===== src/rtl/fb_scanout_ctrl_pkg.sv =====
// Shared definitions for the frame-buffer scan-out controller.
// Contents: default raster geometry, scan FSM state type, the pixel struct
// and the pixel count of one frame.
package fb_scanout_ctrl_pkg;

  localparam int unsigned DEF_H_ACTIVE = 100;
  localparam int unsigned DEF_V_ACTIVE = 100;
  localparam int unsigned DEF_H_BLANK  = 4;
  localparam int unsigned DEF_V_BLANK  = 2;
  localparam int unsigned DEF_ADDR_W   = 20;
  localparam int unsigned FRAME_PIXELS = DEF_H_ACTIVE * DEF_V_ACTIVE;

  typedef enum logic [1:0] {
    StIdle,
    StActive,
    StHblank,
    StVblank
  } scan_state_e;

  typedef struct packed {
    logic [7:0] r;
    logic [7:0] g;
    logic [7:0] b;
  } pixel_t;

endpackage


===== src/rtl/fb_scanout_ctrl_if.sv =====
// Bus bundle of the scan-out controller.
// master: the controller (drives read enables, address, pixel stream, syncs,
//         swap_ack, front_sel; receives enable, swap_req and buffer read data).
// slave:  the surroundings (frame buffers, writer side, display sink).
interface fb_scanout_ctrl_if #(
  parameter int unsigned ADDR_W = 20
);
  logic              enable;
  logic              swap_req;
  logic              swap_ack;
  logic              front_sel;
  logic              re0;
  logic              re1;
  logic [ADDR_W-1:0] addr;
  logic [7:0]        r0, g0, b0;
  logic [7:0]        r1, g1, b1;
  logic [7:0]        pix_r, pix_g, pix_b;
  logic              pix_valid;
  logic              hsync;
  logic              vsync;
  logic              frame_start;

  modport master (
    input  enable, swap_req, r0, g0, b0, r1, g1, b1,
    output swap_ack, front_sel, re0, re1, addr, pix_r, pix_g, pix_b, pix_valid,
           hsync, vsync, frame_start
  );

  modport slave (
    output enable, swap_req, r0, g0, b0, r1, g1, b1,
    input  swap_ack, front_sel, re0, re1, addr, pix_r, pix_g, pix_b, pix_valid,
           hsync, vsync, frame_start
  );
endinterface


===== src/rtl/fb_scanout_ctrl_timing.sv =====
// Raster timing generator: scan FSM plus horizontal/vertical counters.
// Ports: clk, reset (sync, active-high), enable in;
//        re (front-buffer read strobe), addr (linear pixel address),
//        hblank, vblank, first_pix (pixel 0,0 being addressed) and
//        frame_end (last VBLANK cycle) out. All outputs decode registers.
module fb_scanout_ctrl_timing
  import fb_scanout_ctrl_pkg::*;
#(
  parameter int unsigned H_ACTIVE = DEF_H_ACTIVE,
  parameter int unsigned V_ACTIVE = DEF_V_ACTIVE,
  parameter int unsigned H_BLANK  = DEF_H_BLANK,
  parameter int unsigned V_BLANK  = DEF_V_BLANK,
  parameter int unsigned ADDR_W   = DEF_ADDR_W
) (
  input  logic              clk,
  input  logic              reset,
  input  logic              enable,
  output logic              re,
  output logic [ADDR_W-1:0] addr,
  output logic              hblank,
  output logic              vblank,
  output logic              first_pix,
  output logic              frame_end
);

  localparam int unsigned LINE = H_ACTIVE + H_BLANK;
  localparam int unsigned HW   = $clog2(LINE + 1);
  localparam int unsigned VW   = $clog2(V_ACTIVE + V_BLANK + 1);

  scan_state_e       state_q;
  logic [HW-1:0]     h_q;     // pixel / blank-cycle position in the line
  logic [VW-1:0]     v_q;     // active line, or blank line while in VBLANK
  logic [ADDR_W-1:0] addr_q;

  assign frame_end = (state_q == StVblank) && (h_q == HW'(LINE - 1)) &&
                     (v_q == VW'(V_BLANK - 1));

  always_ff @(posedge clk) begin
    if (reset) begin
      state_q <= StIdle;
      h_q     <= '0;
      v_q     <= '0;
      addr_q  <= '0;
    end else begin
      unique case (state_q)
        StIdle: begin
          if (enable) begin
            state_q <= StActive;
            h_q     <= '0;
            v_q     <= '0;
            addr_q  <= '0;
          end
        end
        StActive: begin
          // addr holds on the last pixel of a line and resumes with the next line
          if (h_q == HW'(H_ACTIVE - 1)) begin
            state_q <= StHblank;
            h_q     <= '0;
          end else begin
            h_q    <= h_q + 1'b1;
            addr_q <= addr_q + 1'b1;
          end
        end
        StHblank: begin
          if (h_q == HW'(H_BLANK - 1)) begin
            h_q <= '0;
            if (v_q == VW'(V_ACTIVE - 1)) begin
              state_q <= StVblank;
              v_q     <= '0;
            end else begin
              state_q <= StActive;
              v_q     <= v_q + 1'b1;
              addr_q  <= addr_q + 1'b1;
            end
          end else begin
            h_q <= h_q + 1'b1;
          end
        end
        StVblank: begin
          if (frame_end) begin
            state_q <= enable ? StActive : StIdle;
            h_q     <= '0;
            v_q     <= '0;
            addr_q  <= '0;
          end else if (h_q == HW'(LINE - 1)) begin
            h_q <= '0;
            v_q <= v_q + 1'b1;
          end else begin
            h_q <= h_q + 1'b1;
          end
        end
        default: state_q <= StIdle;
      endcase
    end
  end

  assign re        = (state_q == StActive);
  assign addr      = addr_q;
  assign hblank    = (state_q == StHblank);
  assign vblank    = (state_q == StVblank);
  assign first_pix = re && (h_q == '0) && (v_q == '0);

endmodule


===== src/rtl/fb_scanout_ctrl.sv =====
// Frame-buffer scan-out controller (top).
// Ports: clk, reset (sync, active-high) and bus (fb_scanout_ctrl_if.master):
//   enable/swap_req in, swap_ack/front_sel out, re0/re1/addr to the buffers,
//   r/g/b0 and r/g/b1 read data in (1-cycle buffer latency), pix_r/g/b,
//   pix_valid, hsync, vsync, frame_start out, all two cycles after the address.
// Front/back buffers swap only on the last VBLANK cycle.
module fb_scanout_ctrl
  import fb_scanout_ctrl_pkg::*;
#(
  parameter int unsigned H_ACTIVE = DEF_H_ACTIVE,
  parameter int unsigned V_ACTIVE = DEF_V_ACTIVE,
  parameter int unsigned H_BLANK  = DEF_H_BLANK,
  parameter int unsigned V_BLANK  = DEF_V_BLANK,
  parameter int unsigned ADDR_W   = DEF_ADDR_W
) (
  input logic               clk,
  input logic               reset,
  fb_scanout_ctrl_if.master bus
);

  logic              re, hblank, vblank, first_pix, frame_end;
  logic [ADDR_W-1:0] addr;

  fb_scanout_ctrl_timing #(
    .H_ACTIVE (H_ACTIVE),
    .V_ACTIVE (V_ACTIVE),
    .H_BLANK  (H_BLANK),
    .V_BLANK  (V_BLANK),
    .ADDR_W   (ADDR_W)
  ) u_timing (
    .clk       (clk),
    .reset     (reset),
    .enable    (bus.enable),
    .re        (re),
    .addr      (addr),
    .hblank    (hblank),
    .vblank    (vblank),
    .first_pix (first_pix),
    .frame_end (frame_end)
  );

  // Swap control; armed_q drops after a swap until swap_req is seen low,
  // so a request held across several frames toggles only once.
  logic front_q, armed_q, ack_q;

  always_ff @(posedge clk) begin
    if (reset) begin
      front_q <= 1'b0;
      armed_q <= 1'b1;
      ack_q   <= 1'b0;
    end else begin
      ack_q <= 1'b0;
      if (frame_end && bus.swap_req && armed_q) begin
        front_q <= ~front_q;
        ack_q   <= 1'b1;
        armed_q <= 1'b0;
      end else if (!bus.swap_req) begin
        armed_q <= 1'b1;
      end
    end
  end

  // Stage 1 runs alongside the buffer register; s1_sel is the front_sel that
  // issued the read, so the mux never picks the other buffer after a swap.
  logic   s1_valid, s1_hs, s1_vs, s1_fs, s1_sel;
  logic   valid_q, hs_q, vs_q, fs_q;
  pixel_t pix_d, pix_q;

  always_comb begin
    pix_d = '0;
    if (s1_valid) begin
      pix_d = s1_sel ? {bus.r1, bus.g1, bus.b1} : {bus.r0, bus.g0, bus.b0};
    end
  end

  always_ff @(posedge clk) begin
    if (reset) begin
      s1_valid <= 1'b0;
      s1_hs    <= 1'b0;
      s1_vs    <= 1'b0;
      s1_fs    <= 1'b0;
      s1_sel   <= 1'b0;
      valid_q  <= 1'b0;
      hs_q     <= 1'b0;
      vs_q     <= 1'b0;
      fs_q     <= 1'b0;
      pix_q    <= '0;
    end else begin
      s1_valid <= re;
      s1_hs    <= hblank;
      s1_vs    <= vblank;
      s1_fs    <= first_pix;
      s1_sel   <= front_q;
      valid_q  <= s1_valid;
      hs_q     <= s1_hs;
      vs_q     <= s1_vs;
      fs_q     <= s1_fs;
      pix_q    <= pix_d;
    end
  end

  assign bus.re0         = re & ~front_q;
  assign bus.re1         = re & front_q;
  assign bus.addr        = addr;
  assign bus.swap_ack    = ack_q;
  assign bus.front_sel   = front_q;
  assign bus.pix_r       = pix_q.r;
  assign bus.pix_g       = pix_q.g;
  assign bus.pix_b       = pix_q.b;
  assign bus.pix_valid   = valid_q;
  assign bus.hsync       = hs_q;
  assign bus.vsync       = vs_q;
  assign bus.frame_start = fs_q;

endmodule

===== src/flat_wrapper.sv =====
// flat-port wrapper written by rule: the top's interface ports become plain ports
module fb_scanout_ctrl_flat import fb_scanout_ctrl_pkg::*;
#(
  parameter int unsigned H_ACTIVE = DEF_H_ACTIVE,
  parameter int unsigned V_ACTIVE = DEF_V_ACTIVE,
  parameter int unsigned H_BLANK  = DEF_H_BLANK,
  parameter int unsigned V_BLANK  = DEF_V_BLANK,
  parameter int unsigned ADDR_W   = DEF_ADDR_W
)
  (clk, reset, bus_enable, bus_swap_req, bus_r0, bus_g0, bus_b0, bus_r1, bus_g1, bus_b1, bus_swap_ack, bus_front_sel, bus_re0, bus_re1, bus_addr, bus_pix_r, bus_pix_g, bus_pix_b, bus_pix_valid, bus_hsync, bus_vsync, bus_frame_start);
  fb_scanout_ctrl_if #(.ADDR_W(ADDR_W)) bus_i ();
  input logic clk;
  input logic reset;
  input wire logic [$bits(bus_i.enable)-1:0] bus_enable;
  input wire logic [$bits(bus_i.swap_req)-1:0] bus_swap_req;
  input wire logic [$bits(bus_i.r0)-1:0] bus_r0;
  input wire logic [$bits(bus_i.g0)-1:0] bus_g0;
  input wire logic [$bits(bus_i.b0)-1:0] bus_b0;
  input wire logic [$bits(bus_i.r1)-1:0] bus_r1;
  input wire logic [$bits(bus_i.g1)-1:0] bus_g1;
  input wire logic [$bits(bus_i.b1)-1:0] bus_b1;
  output wire logic [$bits(bus_i.swap_ack)-1:0] bus_swap_ack;
  output wire logic [$bits(bus_i.front_sel)-1:0] bus_front_sel;
  output wire logic [$bits(bus_i.re0)-1:0] bus_re0;
  output wire logic [$bits(bus_i.re1)-1:0] bus_re1;
  output wire logic [$bits(bus_i.addr)-1:0] bus_addr;
  output wire logic [$bits(bus_i.pix_r)-1:0] bus_pix_r;
  output wire logic [$bits(bus_i.pix_g)-1:0] bus_pix_g;
  output wire logic [$bits(bus_i.pix_b)-1:0] bus_pix_b;
  output wire logic [$bits(bus_i.pix_valid)-1:0] bus_pix_valid;
  output wire logic [$bits(bus_i.hsync)-1:0] bus_hsync;
  output wire logic [$bits(bus_i.vsync)-1:0] bus_vsync;
  output wire logic [$bits(bus_i.frame_start)-1:0] bus_frame_start;
  assign bus_i.enable = bus_enable;
  assign bus_i.swap_req = bus_swap_req;
  assign bus_i.r0 = bus_r0;
  assign bus_i.g0 = bus_g0;
  assign bus_i.b0 = bus_b0;
  assign bus_i.r1 = bus_r1;
  assign bus_i.g1 = bus_g1;
  assign bus_i.b1 = bus_b1;
  assign bus_swap_ack = bus_i.swap_ack;
  assign bus_front_sel = bus_i.front_sel;
  assign bus_re0 = bus_i.re0;
  assign bus_re1 = bus_i.re1;
  assign bus_addr = bus_i.addr;
  assign bus_pix_r = bus_i.pix_r;
  assign bus_pix_g = bus_i.pix_g;
  assign bus_pix_b = bus_i.pix_b;
  assign bus_pix_valid = bus_i.pix_valid;
  assign bus_hsync = bus_i.hsync;
  assign bus_vsync = bus_i.vsync;
  assign bus_frame_start = bus_i.frame_start;
  fb_scanout_ctrl #(.H_ACTIVE(H_ACTIVE), .V_ACTIVE(V_ACTIVE), .H_BLANK(H_BLANK), .V_BLANK(V_BLANK), .ADDR_W(ADDR_W)) u_core (.clk(clk), .reset(reset), .bus(bus_i));
endmodule

===== config.mk =====
export PLATFORM = sky130hd
export DESIGN_NAME = fb_scanout_ctrl_flat
export DESIGN_NICKNAME = d
export VERILOG_FILES = /design/src/rtl/fb_scanout_ctrl_pkg.sv /design/src/rtl/fb_scanout_ctrl_if.sv /design/src/rtl/fb_scanout_ctrl_timing.sv /design/src/rtl/fb_scanout_ctrl.sv /design/src/flat_wrapper.sv
export SDC_FILE = /design/constraint.sdc
export NUM_CORES = 1
export LEC_CHECK = 0
export ABC_AREA = 1
export BUFFER_PORTS_ARGS = -buffer_cell sky130_fd_sc_hd__buf_2
export CORE_AREA = 8 8 97 99
export CTS_BUF_LIST = sky130_fd_sc_hd__clkbuf_8
export DETAILED_ROUTE_END_ITERATION = 16
export DIE_AREA = 0 0 105 107
export PLACE_DENSITY = 0.77
export REMOVE_ABC_BUFFERS = 1
export SLEW_MARGIN = 10
export SYNTH_ARGS = -nofsm -noshare
export SYNTH_HDL_FRONTEND = slang
export SYNTH_SLANG_ARGS = --single-unit

===== constraint.sdc =====
create_clock -name clk -period 2.1 [get_ports clk]
set_input_delay 0.105 -clock clk [delete_from_list [all_inputs] [get_ports clk]]
set_output_delay 0.105 -clock clk [all_outputs]
set_load 0.01 [all_outputs]

==> impl_results.md <==
* Area leader, netlist: dfxtp_1
* Compound-Gate Fraction of Synth Area at 0.105
* Reg2Reg Capture Point: u_core.u_timing.v_q[2]
* Fin util at 0.589
* Max Buffers Root-to-Sink at 2
* Synth Instances at 510
* WP buf/inv at 4
* Peak Freq at 543 MHz
* Total CTS buffers at 9
* Final Cycle Share at 0.877
* Layout Nets at 711
* Multi-input gate area at 0.00180 mm^2
* Reg2Reg Setup Slack at 260 ps
* Die Wd at 105 um
* Synthesized flop and latch total at 72
* Critical Path Most Common Cell: inv_1
* P_leak at 2.13 nW
* Sink Count at 72
* GP Congestion at 0.915
* Setup CP Type: flip-flop to flip-flop
* Crit path cell chain: inv_1 > ha_1 > inv_1 > nor2_2 > inv_1 > nand2_1 > nor2_1 > buf_4 > nand3_1 > nand2_1 > nor2_1
* Fin. Hold Viols at 0
* Detailed-placement wirelength estimate at 7030 um
* Synth unique cells at 31
* Initial Utilization at 0.440
* Min Clock Period, post-route at 1840 ps
* Initial antenna violation count at 0
* I/O Pins at 104
* Largest cells by area after synthesis: dfxtp_1, nand2_1, nor2_1, a21oi_1, inv_1
* Outcome: finished clean
* Hold EP: u_core.bus.pix_b[2]
* Max-capacitance violation count at 0
* Multiplexer share of the synthesized area at 0
* Post-CTS Resized at 0
* Drt drc at 0
* FP Rows at 33
* Worst Hold Launch: bus_b1[2]
* Worst hold slack at 17.1 ps
* Initial DRC count at 296
* Crit end category: flip-flop
* Setup crit start kind: flip-flop
* N_diodes at 0
* Slowest CP cell: dfxtp_1
* Synth Area per Inst at 6.83 um^2
* Reg clk slew, reported paths at 80 ps
* GRT Overall Usage at 0.172
* Clk Tree Root Cell: clkbuf_8
* Area of the mapped netlist at 0.00348 mm^2
* Sequential-to-total area share from yosys stat at 0.414
* Adder-cell share of the synthesized area at 0.0395
* Warnings, synthesis at 0
* PD cells at 804 mW/mm^2
* Synth top area share at 0.414
* First-pass GRT wire length at 16100 um
* FF-to-FF path depth at 11
* Hold Crit Class: input port to flip-flop
* Peak supply drop at 0.435 mV
* Routed vias/inst at 4.84
* Die Span Y at 107 um
* Routed Antenna Nets at 0
* Worst slew margin at 0.425
* Pin count of the biggest net entering global routing at 34
* Worst Skew at 11.8 ps
* H-Tree Depth at 3
* Core region area at 0.00793 mm^2
* Main combinational cell family by area after synthesis: simple AND/OR/NAND/NOR gates
* Layout cells sized above 1 at 0.205
* Critical Path RT at 2340 ps
* Register area at 0.00144 mm^2
* Post-route setup TNS at 0 ps
* Count of final setup violators at 0
* R2r startpoint: u_core.u_timing.state_q[0]
* XOR/XNOR Fraction of Synth Area at 0.0352
* Die area at 0.0112 mm^2
* I/O Buffers at 103
* Synth-to-layout area growth at 33.9%
* CP top delay family: simple AND/OR/NAND/NOR gates
* Critical Path Max Stage Delay at 420 ps
* Fin. max-slew vios at 0
* Vias in the first global route at 3487
* RSZ-0062 raised after global routing: no
* CTS tree: yes
* Hold Crit Depth at 3
* Fillers at 729
* DRT Pass-1 Iters at 4
* Grt total ovfl at 0
* DR vias at 3669
* Arrival time worst endpoint at 2080 ps
* Final WL at 9990 um
* Simple-Gate Fraction of Synth Area at 0.338
* Skew-Pair Late Insertion Delay at 350 ps
* Post-DR wirelength/cell at 13.2 um
* CP max FO at 11
* Slew @ Worst Pin at 861 ps
==> layer usage <==
metal / GRT usage / share of wire / vias to the layer above
li1: - / - / 1885
met1: 0.185 / 0.42 / 1684
met2: 0.317 / 0.51 / 87
met3: 0.0492 / 0.054 / 13
met4: 0.0581 / 0.013 / 0
met5: 0 / 0 / -
==> timing repair <==
item / in CTS / in global routing
setup buffers: 0 / 0
endpoints found under the setup margin: 0 / 0
hold buffers: 35 / 1
hold endpoints to repair: 19 / 1
==> synth_stat cells <==
master	count
nor2_1	82
nand3_2	1
nor2_2	2
buf_6	2
inv_1	38
o21bai_1	2
nand2_4	1
nor4_1	1
xor2_1	6
dfxtp_1	72
xnor2_1	8
buf_4	2
o32a_1	1
nor2_4	2
nand3b_1	2
nand3_1	28
nor3_1	3
buf_2	2
ha_1	11
nand4_1	4
clkinv_1	1
a21o_1	1
nand2_2	3
o21ai_1	3
a31o_2	1
clkbuf_1	12
o21ai_0	9
a21oi_1	50
o21a_1	1
o211ai_1	1
nand2_1	158
==> layout make-up <==
class	instances	share of cell area
multi-input combinational	381	0.387
sequential	72	0.309
timing repair buffer	145	0.203
inverter	39	0.0314
tap	105	0.0282
clock buffer	9	0.0265
clock inverter	7	0.0156
==> registers in the layout, indices dropped and copies added (netlist names), 2 cells and up <==
name and cells:
u_core.bus.pix_g 8, u_core.bus.pix_b 8, u_core.bus.pix_r 8, u_core.u_timing.h_q 7
u_core.u_timing.v_q 7, u_core.u_timing.addr 20, u_core.u_timing.state_q 2
==> worst max path at each step <==
stage	startpoint	end	slack, ps	depth (start not counted)
final	u_core.u_timing.state_q[0]	u_core.u_timing.v_q[2]	260	11
after global routing	u_core.u_timing.state_q[0]	u_core.u_timing.v_q[0]	20	11
after CTS	u_core.u_timing.state_q[0]	u_core.u_timing.v_q[0]	270	11
after detailed placement	u_core.u_timing.state_q[0]	u_core.u_timing.v_q[0]	290	11
after global placement	u_core.u_timing.v_q[0]	u_core.u_timing.addr[19]	350	11
after floorplan	u_core.u_timing.state_q[0]	u_core.u_timing.v_q[2]	290	10
==> cells by family (layout without fill, tap and decap cells) <==
kind of cell | Yosys count | count (layout)
buffers and inverters | 57 | 200
and+or+nand+nor | 287 | 287
adders and majority gates | 11 | 11
DFF | 72 | 72
AOI/OAI and AO/OA | 69 | 69
xor gates and xnor gates | 14 | 14
==> cells in the final DEF, fill, tap and decap left out, types with 4 or more instances in the layout <==
cell type	synthesis	routed
inv_1	38	39
xor2_1	6	6
nand4_1	4	4
a21oi_1	50	50
ha_1	11	11
nand3_1	28	28
dlygate4sd3_1	0	36
nor2_1	82	82
buf_4	2	4
buf_2	2	103
clkbuf_8	0	9
dfxtp_1	72	72
xnor2_1	8	8
o21ai_0	9	9
nand2_1	158	158
==> per-stage QoR <==
| step | area (um^2) | worst slack (ps) | std cells | total power, mW |
|---|---|---|---|---|
| 2_1_floorplan | 3390 | 287 | 492 | 2.17 |
| 4_1_cts | 4660 | 267 | 757 | 3.77 |
| 3_5_place_dp | 4110 | 286 | 706 | 2.62 |
| 3_3_place_gp | 4110 | 351 | 706 | 2.59 |
| 6_report | 4670 | 259 | 758 | 3.75 |
| 5_1_grt | 4670 | 17.9 | 758 | 3.99 |
==> worst register-to-register path, delay by kind of cell, from the launching register on <==
kind                       cells  cell delay (ps)
and+or+nand+nor                6              580
buffers and inverters          4              530
DFF                            1              420
adders and majority gates      1              220
==> power breakdown <==
| group | switching (mW) | internal [mW] | leakage (nW) |
|---|---|---|---|
| registers | 0.0714 | 1.46 | 0.582 |
| clock network | 0.539 | 0.550 | 0.101 |
| logic | 0.716 | 0.417 | 1.45 |
| total | 1.33 | 2.43 | 2.13 |
No activity file was read; power rests on OpenSTA's default activity.
